===== config.mk =====
export PLATFORM = sky130hd
export DESIGN_NAME = sockit_cdc_arb
export DESIGN_NICKNAME = d
export VERILOG_FILES = /design/src/rtl/sockit_cdc_arb.sv
export SDC_FILE = /design/constraint.sdc
export NUM_CORES = 1
export LEC_CHECK = 0
export BUFFER_PORTS_ARGS = -buffer_cell sky130_fd_sc_hd__buf_4
export CELL_PAD_IN_SITES_DETAIL_PLACEMENT = 1
export CELL_PAD_IN_SITES_GLOBAL_PLACEMENT = 1
export CORE_ASPECT_RATIO = 0.8
export CORE_UTILIZATION = 31
export DETAILED_ROUTE_END_ITERATION = 10
export PLACE_DENSITY_LB_ADDON = 0.1
export SLEW_MARGIN = 25
export SYNTH_ARGS = -nofsm -noshare
export SYNTH_HDL_FRONTEND = slang
export SYNTH_SLANG_ARGS = --single-unit
export TNS_END_PERCENT = 1

===== constraint.sdc =====
create_clock -name ffi_clk -period 2.04 [get_ports ffi_clk]
set_clock_uncertainty 0.1 [all_clocks]
set_input_delay 0.408 -clock ffi_clk [delete_from_list [all_inputs] [get_ports ffi_clk]]
set_output_delay 0.408 -clock ffi_clk [all_outputs]
set_load 0.01 [all_outputs]

===== src/rtl/sockit_cdc_arb.sv =====
// Round-robin arbiter sharing one CDC FIFO input port among N requesters.
// One owner is locked per burst of up to BL transfers; output is a single registered stage.
module sockit_cdc_arb #(
    parameter int N  = 4,
    parameter int AW = 2,
    parameter int DW = 8,
    parameter int BL = 4
) (
    input  logic            ffi_clk,
    input  logic            ffi_rst,
    input  logic [N*DW-1:0] bsi_bus,
    input  logic [N-1:0]    bsi_req,
    output logic [N-1:0]    bsi_grt,
    output logic [DW-1:0]   ffi_bus,
    output logic            ffi_req,
    input  logic            ffi_grt,
    output logic            sts_act,
    output logic [AW-1:0]   sts_own
);

    localparam int CW = (BL > 1) ? $clog2(BL) + 1 : 1;
    localparam logic [CW-1:0] CNT_LAST = CW'((BL == 0) ? 0 : BL - 1);
    localparam logic [CW-1:0] CNT_MAX  = '1;
    localparam logic [AW-1:0] OWN_RST  = AW'(N - 1);

    typedef enum logic {
        IDLE = 1'b0,
        BUSY = 1'b1
    } state_t;

    state_t          state_q, state_d;
    logic [AW-1:0]   own_q, own_d;
    logic [CW-1:0]   cnt_q, cnt_d;
    logic            req_q, req_d;
    logic [DW-1:0]   bus_q, bus_d;

    logic            busy;
    logic            ld;
    logic            own_req;
    logic            xfer;
    logic            any_req;
    logic            rel;
    logic [N-1:0]    grt;
    logic [AW-1:0]   nxt;
    logic [DW-1:0]   sel_word;

    // Next owner: scan own+1 .. own cyclically, so the current owner is checked last.
    always_comb begin
        logic [AW:0] cand;
        logic        found;
        nxt   = own_q;
        found = 1'b0;
        cand  = '0;
        for (int k = 1; k <= N; k++) begin
            cand = {1'b0, own_q} + (AW+1)'(k);
            if (cand >= (AW+1)'(N)) begin
                cand = cand - (AW+1)'(N);
            end
            if (!found && bsi_req[cand[AW-1:0]]) begin
                found = 1'b1;
                nxt   = cand[AW-1:0];
            end
        end
    end

    always_comb begin
        busy     = (state_q == BUSY);
        ld       = ~req_q | ffi_grt;
        own_req  = bsi_req[own_q];
        xfer     = busy & ld & own_req;
        any_req  = |bsi_req;
        sel_word = bsi_bus[int'(own_q)*DW +: DW];
        grt      = '0;
        if (busy && ld) begin
            grt[own_q] = 1'b1;
        end
        // Release on a completed burst or when the owner withdraws its request.
        rel = (xfer && (BL != 0) && (cnt_q == CNT_LAST)) || !own_req;
    end

    always_comb begin
        state_d = state_q;
        own_d   = own_q;
        cnt_d   = cnt_q;
        case (state_q)
            IDLE: begin
                if (any_req) begin
                    state_d = BUSY;
                    own_d   = nxt;
                    cnt_d   = '0;
                end
            end
            BUSY: begin
                if (rel) begin
                    cnt_d = '0;
                    if (any_req) begin
                        own_d = nxt;
                    end else begin
                        state_d = IDLE;
                    end
                end else if (xfer && (cnt_q != CNT_MAX)) begin
                    cnt_d = cnt_q + 1'b1;
                end
            end
            default: begin
                state_d = IDLE;
            end
        endcase
    end

    // Output register: loads on a requester transfer, empties when the FIFO takes the word.
    always_comb begin
        req_d = req_q;
        bus_d = bus_q;
        if (xfer) begin
            req_d = 1'b1;
            bus_d = sel_word;
        end else if (ffi_grt) begin
            req_d = 1'b0;
        end
    end

    always_ff @(posedge ffi_clk or posedge ffi_rst) begin
        if (ffi_rst) begin
            state_q <= IDLE;
            own_q   <= OWN_RST;
            cnt_q   <= '0;
            req_q   <= 1'b0;
            bus_q   <= '0;
        end else begin
            state_q <= state_d;
            own_q   <= own_d;
            cnt_q   <= cnt_d;
            req_q   <= req_d;
            bus_q   <= bus_d;
        end
    end

    assign bsi_grt = grt;
    assign ffi_bus = bus_q;
    assign ffi_req = req_q;
    assign sts_act = (state_q == BUSY);
    assign sts_own = own_q;

endmodule


==> Word-level counts from Yosys, hierarchy flattened <==
Cells that the tools add are included.
{ "op_classes": {"shifts": 1, "n_bitwise": 5, "n_addsub": 9, "reduce_logical": 15, "muxes": 36, "magnitude_cmp": 10, "n_eq_ne": 5} }
{ "op_table": {"columns": ["operator", "n"], "rows": [
  ["$shiftx 32x6->8", 1],
  ["$mux 2", 10],
  ["$lt 2x3->1 const B", 5],
  ["$mux 1", 13],
  ["$ge 3x3->1 const B", 4],
  ["$bmux 1 s2", 5],
  ["$mux 3", 3],
  ["$sub 2x1->2 const B", 4],
  ["$logic_and 1x1->1", 7],
  ["$add 2x2->3 const B", 2],
  ["$pmux 3 s2", 1],
  ["$logic_not 1->1", 4],
  ["$mux 4", 1],
  ["$pmux 2 s2", 1],
  ["$reduce_or 4->1", 1],
  ["$add 2x1->3 const B", 1],
  ["$add 2x3->3 const B", 1],
  ["$add 3x1->3 const B", 1],
  ["$eq 3x2->1 const B", 1],
  ["$ne 3x1->1 const B", 1],
  ["$ne 3x3->1 const B", 1],
  ["$and 1x1->1", 2],
  ["$demux 1 s2", 1],
  ["$ge 2x1->1 const B", 1],
  ["other kinds (8)", 9]
]} }
{ "totals": {"input_bits": 39, "ff_bits": 15, "output_inout_bits": 16, "wordCells": 86} }

==> Depth between registers and ports, before layout <==
Gate-level depths: netlist of run 1.
{ "logic_depth": {"ltp_word": 18, "depth_mapped": 8, "mapped_depth_nobuf": 6} }

==> Worst setup path before layout of run 1 <==
Ideal clock, no wire load.
{ "synth_timing": {"path_kind": "reg-to-reg", "start": "register own_q[0] (netlist: sts_own[0])", "end": "register own_q[1] (netlist: sts_own[1])", "path_stages_with_launch": 9, "required_time_ps": 1860, "n_path_buf": 2, "setup_slack_ps": -199, "setup_time_ps": 80, "arrival_time_ps": 2059, "period_less_slack_ps": 2239, "path_cell_list": "dfstp_2 > buf_6 > buf_2 > inv_1 > ha_1 > o21bai_1 > a22oi_1 > o21ai_0 > a32o_1"} }
{ "synth_between": {"elab_chain_len": 18, "word_cells_on_any_way": 47, "cone_classes": "8 x add/sub; 4 x order compare; 1 x eq/ne; 24 x mux; 1 x bitwise; 9 x reduce/logical"} }
{ "synth_rtl": {"columns": ["item", "line_no", "rtl"], "rows": [
  ["start: declaration", "32", "logic [AW-1:0] own_q, own_d;"],
  ["start signal: assignment", "132", "own_q <= own_d;"],
  ["$add 2x1->3", "55", "cand = {1'b0, own_q} + (AW+1)'(k);"],
  ["$ge 3x3->1 / $sub 2x1->2 (equally long branches)", "56, 57", null],
  ["$mux 2", "56", "if (cand >= (AW+1)'(N)) begin"],
  ["$bmux 1 s2", "59", "if (!found && bsi_req[cand[AW-1:0]]) begin"],
  ["$mux 1 (implied by the code)", "59", null],
  ["$mux 1", "59", null],
  ["$logic_not 1->1", "59", null],
  ["$logic_and 1x1->1", "59", null],
  ["[2 not listed]", null, null],
  ["$logic_and 1x1->1", "59", null],
  ["$mux 1", "59", null],
  ["$logic_not 1->1", "59", null],
  ["$logic_and 1x1->1", "59", null],
  ["$mux 2", "59", null],
  ["$mux 2", "87, 96", null],
  ["$mux 2", "94", "if (rel) begin"],
  ["$pmux 2 s2", "85", "case (state_q)"]
]} }
Several ways; a longest one is shown, not always the timed one. The select of a mux whose other input is x is not followed.
A chain may end at the register's enable or synchronous reset.

==> Final worst setup path of run 1 <==
{ "layout_timing": {"start": "register own_q[0] (netlist: sts_own[0])", "end": "output bsi_grt[2]"} }
{ "layout_between": {"elab_chain_len": 5, "word_cells_on_any_way": 6, "cone_classes": "2 x order compare; 3 x mux; 1 x reduce/logical"} }
{ "layout_rtl": {"columns": ["item", "line_no", "rtl"], "rows": [
  ["$lt 2x3->1 (implied by the code) / $ge 2x1->1 (equally long branches)", "75", "grt[own_q] = 1'b1;"],
  ["$logic_and 1x1->1 (implied by the code)", "75", null],
  ["$mux 1 (implied by the code)", "75", null],
  ["$demux 1 s2 *", "75", null],
  ["$mux 4 *", "74", "if (busy && ld) begin"],
  ["end: declaration", "13", "output logic [N-1:0] bsi_grt,"]
]} }
Every way passes the cells marked *; elsewhere a longest branch is shown, timed or not.

==> results of run 1 <==
[stage by stage]
step                hold slack, ns  TNS (ns)  area (sq um)  std cells  setup WS, ns
CTS                          0.163   -0.0111          1740        197      -0.00611
finish                       0.138   -0.0226          1780        197       -0.0226
global placement             0.390         0          1650        188        0.0690
floorplan                    0.208    -0.195          1180         93       -0.0326
global route                 0.177    -0.224          1780        197       -0.0581
detailed placement           0.400         0          1650        188        0.0318
[flip-flops by register name, summed over array words and instances (netlist names)]
name / cells
sts_own: 2
ffi_req: 1
sts_act: 1
ffi_bus: 8
cnt_q: 3
[cell usage in the layout (no fill, tap or decap), types with 3 or more instances in the layout]
cell type / instances
buf_4: 59
buf_6: 3
clkbuf_8: 3
inv_1: 6
nor2_1: 3
mux2_4: 3
mux2_2: 10
dfrtp_1: 13
mux4_2: 10
ha_1: 5
[worst min-delay path by stage]
stage,end,slack [ns],depth (start not counted)
final,ffi_bus[1],0.14,2
after global routing,cnt_q[2],0.18,2
after CTS,ffi_bus[3],0.16,2
after detailed placement,ffi_bus[0],0.40,1
after global placement,ffi_bus[6],0.39,1
after floorplan,cnt_q[0],0.21,1
[kinds of logic after synthesis]
group | share of synthesized area [%]
adder cells (fa/ha/maj) | 7.50
AND/OR/NAND/NOR | 10.7
buffers and inverters | 4.93
multiplexers | 33.7
flip-flops | 32.4
AO/OA/AOI/OAI | 10.8
[worst max-delay path, delay by kind of cell, from the launching register on]
family,cells,cell delay [ns]
fa+ha+maj,1,0.19
buf+inv,3,0.37
flops,1,0.58
simple gates,1,0.16
[where the power goes]
group	internal (mW)	switching, mW
combinational	0.968	0.711
clock	0.135	0.109
sequential	0.455	0.109
total	1.56	0.929
[what timing repair did]
action / CTS / global route
resized for setup: 3 / 7
pin swaps: 2 / 3
endpoints found under the setup margin: 2 / 14
buffers inserted: 5 / 0
cloned: 0 / 0
[area by class of cell]
cell class	instances	share of cell area (%)
clock buffers	3	2.32
inverters	7	1.69
repair buffers	63	27.9
flip-flops and latches	15	21.3
well taps	42	2.96
clock inverters	1	0.281
multi-input cells	66	43.6
[routing by layer]
| metal | vias up | GRT usage [%] | part of all wire, % |
|---|---|---|---|
| met4 | 0 | 4.57 | 0.94 |
| met1 | 505 | 21.1 | 41 |
| li1 | 479 | - | - |
| met5 | - | 0 | 0 |
| met2 | 31 | 30.8 | 52 |
| met3 | 2 | 2.33 | 5.6 |
==> metrics, run 1 <==
cell taking the most area after synthesis=dfrtp_1; I/O Pins=55; gr usage total=approximately 17%; worst path cell trace=buf_12, clkinvlp_4, ha_4, and3_4, buf_6; post-synth design cell area=around 0.0012 sq mm; largest net degree at the start of global routing=16; Final Core Density=around 50%; Yosys Warn Count=0; overall die width=~71 um; drt via density=5.16; cells on worst reg2reg path=6; Routed WL=3.30 mm; fmax=485 MHz; Post-DRT Antenna Nets=0; FF-to-FF Start=sts_own[0]; Synth top cells by count=13 x dfrtp_1, 10 x mux2_2, 10 x mux4_2; port bufs=54; latest clock arrival within the worst-skew pair=roughly 0.24 ns; Starting Density=33.2%; total iterations of the first detailed-routing run=7; crit path max-delay cell type=dfstp_2; Die ar.=0.00402 sq mm; CP Capture Point=bsi_grt[2]; vias in the first global route=between 1k and 1.5k; max incr delay on CP=0.58 ns; GRT Residual Overflow=0; Hold Vio Cnt, Final=0; first-pass GRT wire length=~5.3 mm; footprint of the multi-input gates=a little under 800 sq um; worst vdd ir=0.717 mV; setup slack after layout=-0.0226 ns; post-synthesis cell type count=34; DP HPWL=approximately 2.6 mm; CTS sink count=15; RSZ-0062 raised after global routing=true; critical path required time=1.53 ns; leakage power=approximately 0.83 nW; Overall Power=around 2.5 mW; worst setup path start=sts_own[0]; crit path time final=2.06 ns; # diodes=0; TritonCTS buffer count=3; Final setup viols=1; Worst slew margin=59.5%; syn nets=about 140; area added between synthesis and finish=52.3%; crit path kind=flop to output pin; main area contributors after synthesis=dfrtp_1 28%, mux4_2 19%, mux2_2 9.6%; GP Congestion=~0.85; placeable core area=about 0.0035 sq mm; number of max-cap violations=0; kind of end point of the critical path=output pin; Clock Tree Buf Depth=2; Seq/Total Area, Yosys=~32%; fin. max-slew vios=0; antenna violations before repair=0; DRC errors left=12; post-synthesis cell count=93; syn_area_per_cell=between 10 and 15 sq um; CTS H-tree lvls=1; crit path DAT=1.55 ns; share of cells above drive strength 1=about 66%; Synth async-reset ratio=between 90% and 100%; Final Cycle Share=101%; CTS hold repair buffers=0; Hold Crit Class=input port to asynchronous set/reset pin; most common cell in the netlist=dfrtp_1; EDFF count, synth=0; flop2flop setup slack=0.02 ns; 1st-iter DRT viols=between 40 and 50; reg2reg end=sts_own[1]; clock root buffer=clkbuf_8; total of fill cells in the finished design=approximately 400; FF/Latch Area=378 sq um; CP Max Fanout=4; status=finished, violations left; violated checks=design-rule violations, negative setup slack; via count=1017; Worst-path clk slew=~0.07 ns; CTS tree=done; Main synth FF type=dfrtp_1; Yosys reg bits=15; post-DR wirelength/cell=between 15 and 20 um; fin nets=between 200 and 250; Yosys top cell area share=between 20% and 30%; PD cells=around 1400 mW/mm^2; worst slew pin tran=0.607 ns; Worst Setup Start Kind=flop; num rows=19; die height=about 57 um
Note: power is estimated with default switching activity, not from simulation.
==> run 2, diff against run 1 <==
CELL_PAD_IN_SITES_DETAIL_PLACEMENT = unset   (was 1)
CELL_PAD_IN_SITES_GLOBAL_PLACEMENT = unset   (was 1)
CORE_UTILIZATION = 40   (was 31)
PLACE_DENSITY = 0.73   (was unset)
PLACE_DENSITY_LB_ADDON = unset   (was 0.1)
==> metrics, run 2 (synthesized netlist as in run 1, its figures left out) <==
CP Max Fanout=4 (unchanged); GRT Residual Overflow=0 (unchanged); Final setup viols=3 (+2); Routed WL=2.66 mm (-19%); crit path time final=2.06 ns (-0.00547 ns); Switch Pwr=0.839 mW (-9.7%); I/O Pins=55 (unchanged); overall die width=62.4 um (-12%); post-DR wirelength/cell=13.9 um (-17%); gr usage total=18.0% (+1.1 points); via count=1001 (-1.6%); setup slack after layout=-0.0172 ns (+0.00547 ns); CTS tree=done; TritonCTS buffer count=3 (unchanged); worst vdd ir=0.718 mV (+0.19%); CTS H-tree lvls=1 (unchanged); placeable core area=0.00277 sq mm (-21%); switch share=36.7% (-0.63 points); Worst slew margin=61.3% (+1.8 points); port bufs=54 (unchanged); DRC errors left=0 (-12); power share of the sequential group=24.4% (+1.7 points); flop2flop setup slack=-0.02 ns (-0.04 ns); most common cell after layout, fill and taps aside=buf_4; first-pass GRT wire length=4.39 mm (-17%); DP HPWL=2.13 mm (-17%); critical path required time=2.11 ns (+0.58 ns); fin nets=200 (-0.99%); non-filler cells, final=191 (-3.0%); fin area=0.00171 sq mm (-4.0%); leakage power=0.816 nW (-1.9%); Final Cycle Share=101% (-0.27 points); area added between synthesis and finish=46.2%; status=finished, violations left; number of max-cap violations=0 (unchanged); RSZ-0062 raised after global routing=true; CP Capture Point=cnt_q[0]; fin. max-slew vios=0 (unchanged); Final Core Density=61.7% (+11 points); num rows=17 (-2); worst slew pin tran=0.580 ns (-0.0274 ns); post-place setup slack=0.0483 ns (+0.0165 ns); Comb pwr share=68.0% (+0.5 points); Hold Crit Class=input port to asynchronous set/reset pin; TNS Setup=-0.0462 ns (-0.0235 ns); total of fill cells in the finished design=240 (-40%); die height=50.3 um (-12%); cells on worst reg2reg path=4 (-2); # diodes=0 (unchanged); Pint=1.45 mW (-7.3%); violated checks=negative setup slack; Inst Count DP=185 (-1.6%); GP Congestion=0.797 (-6.0%); FF-to-FF Start=sts_own[0]; 1st-iter DRT viols=45 (-4.3%); DP Area=0.00165 sq mm (+0.15%); fmax=486 MHz (+0.27%); Post-DRT Antenna Nets=0 (unchanged); drt via density=5.24 (+1.5%); worst setup path start=sts_own[0]; crit path kind=flop to flop; CTS sink count=15 (unchanged); antenna violations before repair=0 (unchanged); largest net degree at the start of global routing=16 (unchanged); Clock Tree Buf Depth=2 (unchanged); vias in the first global route=998 (-9.7%); Starting Density=42.2% (+9.0 points); most frequent cells in the layout=59 x buf_4, 13 x dfrtp_1, 10 x mux4_2, 10 x mux2_2, 6 x ha_1; reg2reg end=cnt_q[0]; PD cells=1340 mW/mm^2 (-4.4%); clock root buffer=clkbuf_4; total iterations of the first detailed-routing run=4 (-3); crit path DAT=2.13 ns (+0.58 ns); kind of end point of the critical path=flop; Worst Setup Start Kind=flop; max reg flops=8 (unchanged); Hold Vio Cnt, Final=0 (unchanged); latest clock arrival within the worst-skew pair=0.29 ns (+0.05 ns); Worst-path clk slew=0.10 ns (+0.03 ns); Die ar.=0.00314 sq mm (-22%); share of cells above drive strength 1=63.4% (-2.4 points); clock share of power=7.6% (-2.2 points)
-- run 2: cell types whose count changed in the layout (fill, tap and decap cells not counted), sizes merged --
cell / before / now
clkinv: 1 / 0
buf: 63 / 61
clkbuf: 3 / 4
clkinvlp: 1 / 0
inv: 6 / 7
-- run 2: critical path, cell delays in order, from the launching register on --
cell and delay, ns:
dfstp_2 0.55, buf_6 0.11, mux4_2 0.59, a31oi_4 0.28
mux2_4 0.32
-- run 2: repair_timing --
item / 4_1_cts / 5_1_grt
buffers inserted: 1 / 1
pin swaps: 0 / 1
hold buffers: 0 / 0
endpoints found under the setup margin: 3 / 14
gates resized for setup: 3 / 2
-- run 2: layout make-up --
cell class / count / area (sq um) / share of cell area [%]
Sequential cell: 15 / 378 / 22.1
Timing Repair Buffer: 61 / 474 / 27.8
Inverter: 7 / 28.8 / 1.69
Tap cell: 38 / 47.5 / 2.79
Multi-Input combinational cell: 66 / 752 / 44.1
Clock buffer: 4 / 26.3 / 1.54
-- run 2: metrics by stage --
stage	power (mW)	hold slack, ns
final	2.28	0.0721
after global routing	2.46	0.134
after CTS	2.29	0.0959
after detailed placement	2.08	0.394
after global placement	2.03	0.392
after floorplan	1.57	0.208
-- run 2: worst min path at each step --
stage	from	endpoint	slack, ns	cells past startpoint
finish	ffi_rst	ffi_bus[0]	0.07	2
global route	ffi_rst	ffi_bus[6]	0.13	2
CTS	ffi_rst	ffi_bus[2]	0.1	2
detailed placement	ffi_bus[5]	ffi_bus[5]	0.39	1
global placement	ffi_bus[7]	ffi_bus[7]	0.39	1
floorplan	ffi_rst	cnt_q[0]	0.21	1
-- run 2: power groups by stage --
stage | sequential (mW) | combinational (mW) | clock (mW)
6_report | 0.558 | 1.55 | 0.173
5_1_grt | 0.573 | 1.69 | 0.194
4_1_cts | 0.553 | 1.55 | 0.182
3_5_place_dp | 0.571 | 1.51 | 0
3_3_place_gp | 0.568 | 1.46 | 0
2_1_floorplan | 0.595 | 0.977 | 0
-- run 2: per-layer routing --
layer	up-vias	GRT usage, %	part of all wire (%)
met2	29	32.8	52
met5	-	0	0
met4	0	3.49	0.53
met3	4	5.00	5.5
met1	494	21.4	42
li1	474	-	-
==> run 3, diff against run 2 <==
==> constraint.sdc (replaced) <==
create_clock -name ffi_clk -period 2.04 [get_ports ffi_clk]
set_clock_uncertainty 0.1 [all_clocks]
set_input_delay 0.204 -clock ffi_clk [delete_from_list [all_inputs] [get_ports ffi_clk]]
set_output_delay 0.204 -clock ffi_clk [all_outputs]
set_load 0.01 [all_outputs]
==> metrics, run 3 (synthesized netlist as in run 1, its figures left out) <==
vias in the first global route=981 (-1.7%); flop2flop setup slack=0.06 ns (+0.08 ns); CTS H-tree lvls=1 (unchanged); crit path kind=flop to flop; fin nets=199 (-0.50%); 1st-iter DRT viols=29 (-36%); num rows=17 (unchanged); Routed WL=2.71 mm (+1.7%); Hold Crit Class=input port to flop; CTS tree=done; Worst slew margin=60.8% (-0.45 points); GRT Residual Overflow=0 (unchanged); setup slack after layout=0.0607 ns (+0.0779 ns); crit path DAT=2.05 ns (-0.08 ns); worst vdd ir=0.638 mV (-11%); Starting Density=42.2% (unchanged); critical path required time=2.11 ns (about the same); die height=50.3 um (unchanged); cells on worst reg2reg path=3 (-1); hold path cells=3; antenna violations before repair=0 (unchanged); most frequent cells in the layout=58 x buf_4, 13 x dfrtp_1, 10 x mux4_2, 10 x mux2_2; Comb pwr share=67.2% (-0.8 points); fmax=505 MHz (+3.9%); number of max-cap violations=0 (unchanged); via count=1007 (+0.60%); Die ar.=0.00314 sq mm (unchanged); crit path time final=1.98 ns (-0.0779 ns); max reg flops=8 (unchanged); largest net degree at the start of global routing=16 (unchanged); overall die width=62.4 um (unchanged); reg2reg end=ffi_bus[5]; share of cells above drive strength 1=62.5% (-0.90 points); Worst Setup Start Kind=flop; GP Congestion=0.790 (-0.84%); Clock Tree Buf Depth=2 (unchanged); Pint=1.40 mW (-3.3%); WHS Endpoint=sts_own[0]; post-place setup slack=0.0899 ns (+0.0416 ns); status=completed; switch share=37.4% (+0.66 points); FF-to-FF Start=sts_own[0]; total iterations of the first detailed-routing run=4 (unchanged); Worst-path clk slew=0.10 ns (about the same); PD cells=1320 mW/mm^2 (-1.0%); fin. max-slew vios=0 (unchanged); port bufs=54 (unchanged); first-pass GRT wire length=4.37 mm (-0.32%); Hold Vio Cnt, Final=0 (unchanged); clock root buffer=clkbuf_4; I/O Pins=55 (unchanged); gr usage total=18.0% (-0.087 points); worst slew pin tran=0.587 ns (+0.00680 ns); CP Max Fanout=8 (+4); Post-DRT Antenna Nets=0 (unchanged); latest clock arrival within the worst-skew pair=0.29 ns (about the same); placeable core area=0.00277 sq mm (unchanged); kind of end point of the critical path=flop; # diodes=0 (unchanged); HP Start=bsi_req[2]; hold slack=0.125 ns (+0.0526 ns); power share of the sequential group=24.9% (+0.5 points); post-DR wirelength/cell=14.2 um (+2.3%); Final setup viols=0 (-3); clock share of power=7.8% (+0.2 points); DP HPWL=2.18 mm (+2.0%); RSZ-0062 raised after global routing=false; leakage power=0.805 nW (-1.4%); Final Cycle Share=97.0% (-3.8 points); Switch Pwr=0.834 mW (-0.56%); CTS sink count=15 (unchanged); most common cell after layout, fill and taps aside=buf_4; drt via density=5.30 (+1.1%); TritonCTS buffer count=3 (unchanged); area added between synthesis and finish=44.3%; DRC errors left=0 (unchanged)
run 3: changes by cell type in the layout (fill, tap and decap cells not counted):
cell / previous run / this run
buf_12: 1 / 0
inv_2: 1 / 0
clkinvlp_4: 0 / 1
nand3_2: 0 / 1
inv_1: 5 / 6
dlygate4sd3_1: 0 / 1
clkinv_2: 0 / 1
o21ai_0: 3 / 2
inv_4: 1 / 0
clkbuf_1: 1 / 0
buf_4: 59 / 58
o21ai_1: 0 / 1
nand3_4: 1 / 0
run 3: timing repair:
item / 4_1_cts / 5_1_grt
setup buffers: 0 / 1
endpoints found under the hold margin: 13 / 0
hold buffers: 1 / 0
resized for setup: 0 / 3
endpoints found under the setup margin: 0 / 1
run 3: worst max path at each step:
stage / slack (ns) / cells past startpoint / from / end
2_1_floorplan: -0.03 / 8 / sts_own[0] / sts_own[1]
3_3_place_gp: 0.15 / 7 / sts_own[0] / sts_own[1]
3_5_place_dp: 0.09 / 3 / sts_own[0] / ffi_bus[2]
4_1_cts: 0.06 / 3 / sts_own[0] / ffi_bus[5]
5_1_grt: 0.002 / 3 / sts_own[0] / ffi_bus[5]
6_report: 0.06 / 3 / sts_own[0] / ffi_bus[5]
run 3: metal layers:
metal | share of wire, % | GRT usage [%] | wire length [um]
met3 | 6.5 | 6.59 | 177
met5 | 0 | 0 | 0
met2 | 54 | 30.6 | 1460
met4 | 0 | 4.26 | 0
met1 | 40 | 21.7 | 1070
run 3: power groups by stage:
stage	Clock, mW	Combinational [mW]	Sequential [mW]
6_report	0.175	1.50	0.556
5_1_grt	0.192	1.63	0.579
4_1_cts	0.182	1.48	0.557
3_5_place_dp	0	1.48	0.561
3_3_place_gp	0	1.44	0.559
2_1_floorplan	0	0.977	0.595
run 3: area by class of cell:
type | instances | area, sq um
clock inverter | 1 | 5.00
inverter | 7 | 30.0
timing repair buffer | 60 | 457
tap | 38 | 47.5
fill | 239 | 1080
sequential | 15 | 378
clock buffer | 3 | 22.5
multi-input combinational | 66 | 744
run 3: worst max-delay path, cell delays in order, from the launching register on:
cell and delay, ns:
dfstp_2 0.58, mux4_2 0.59, nand3_2 0.23, mux2_2 0.36
run 3: through the flow:
step	power (mW)	std cells	TNS (ns)	utilization, %	area [sq um]
2_1_floorplan	1.57	93	-0.195	-	1180
3_3_place_gp	2.00	184	0	59.0	1630
3_5_place_dp	2.05	184	0	59.0	1630
4_1_cts	2.22	189	0	60.4	1670
5_1_grt	2.40	190	0	60.9	1680
6_report	2.23	190	0	60.9	1680
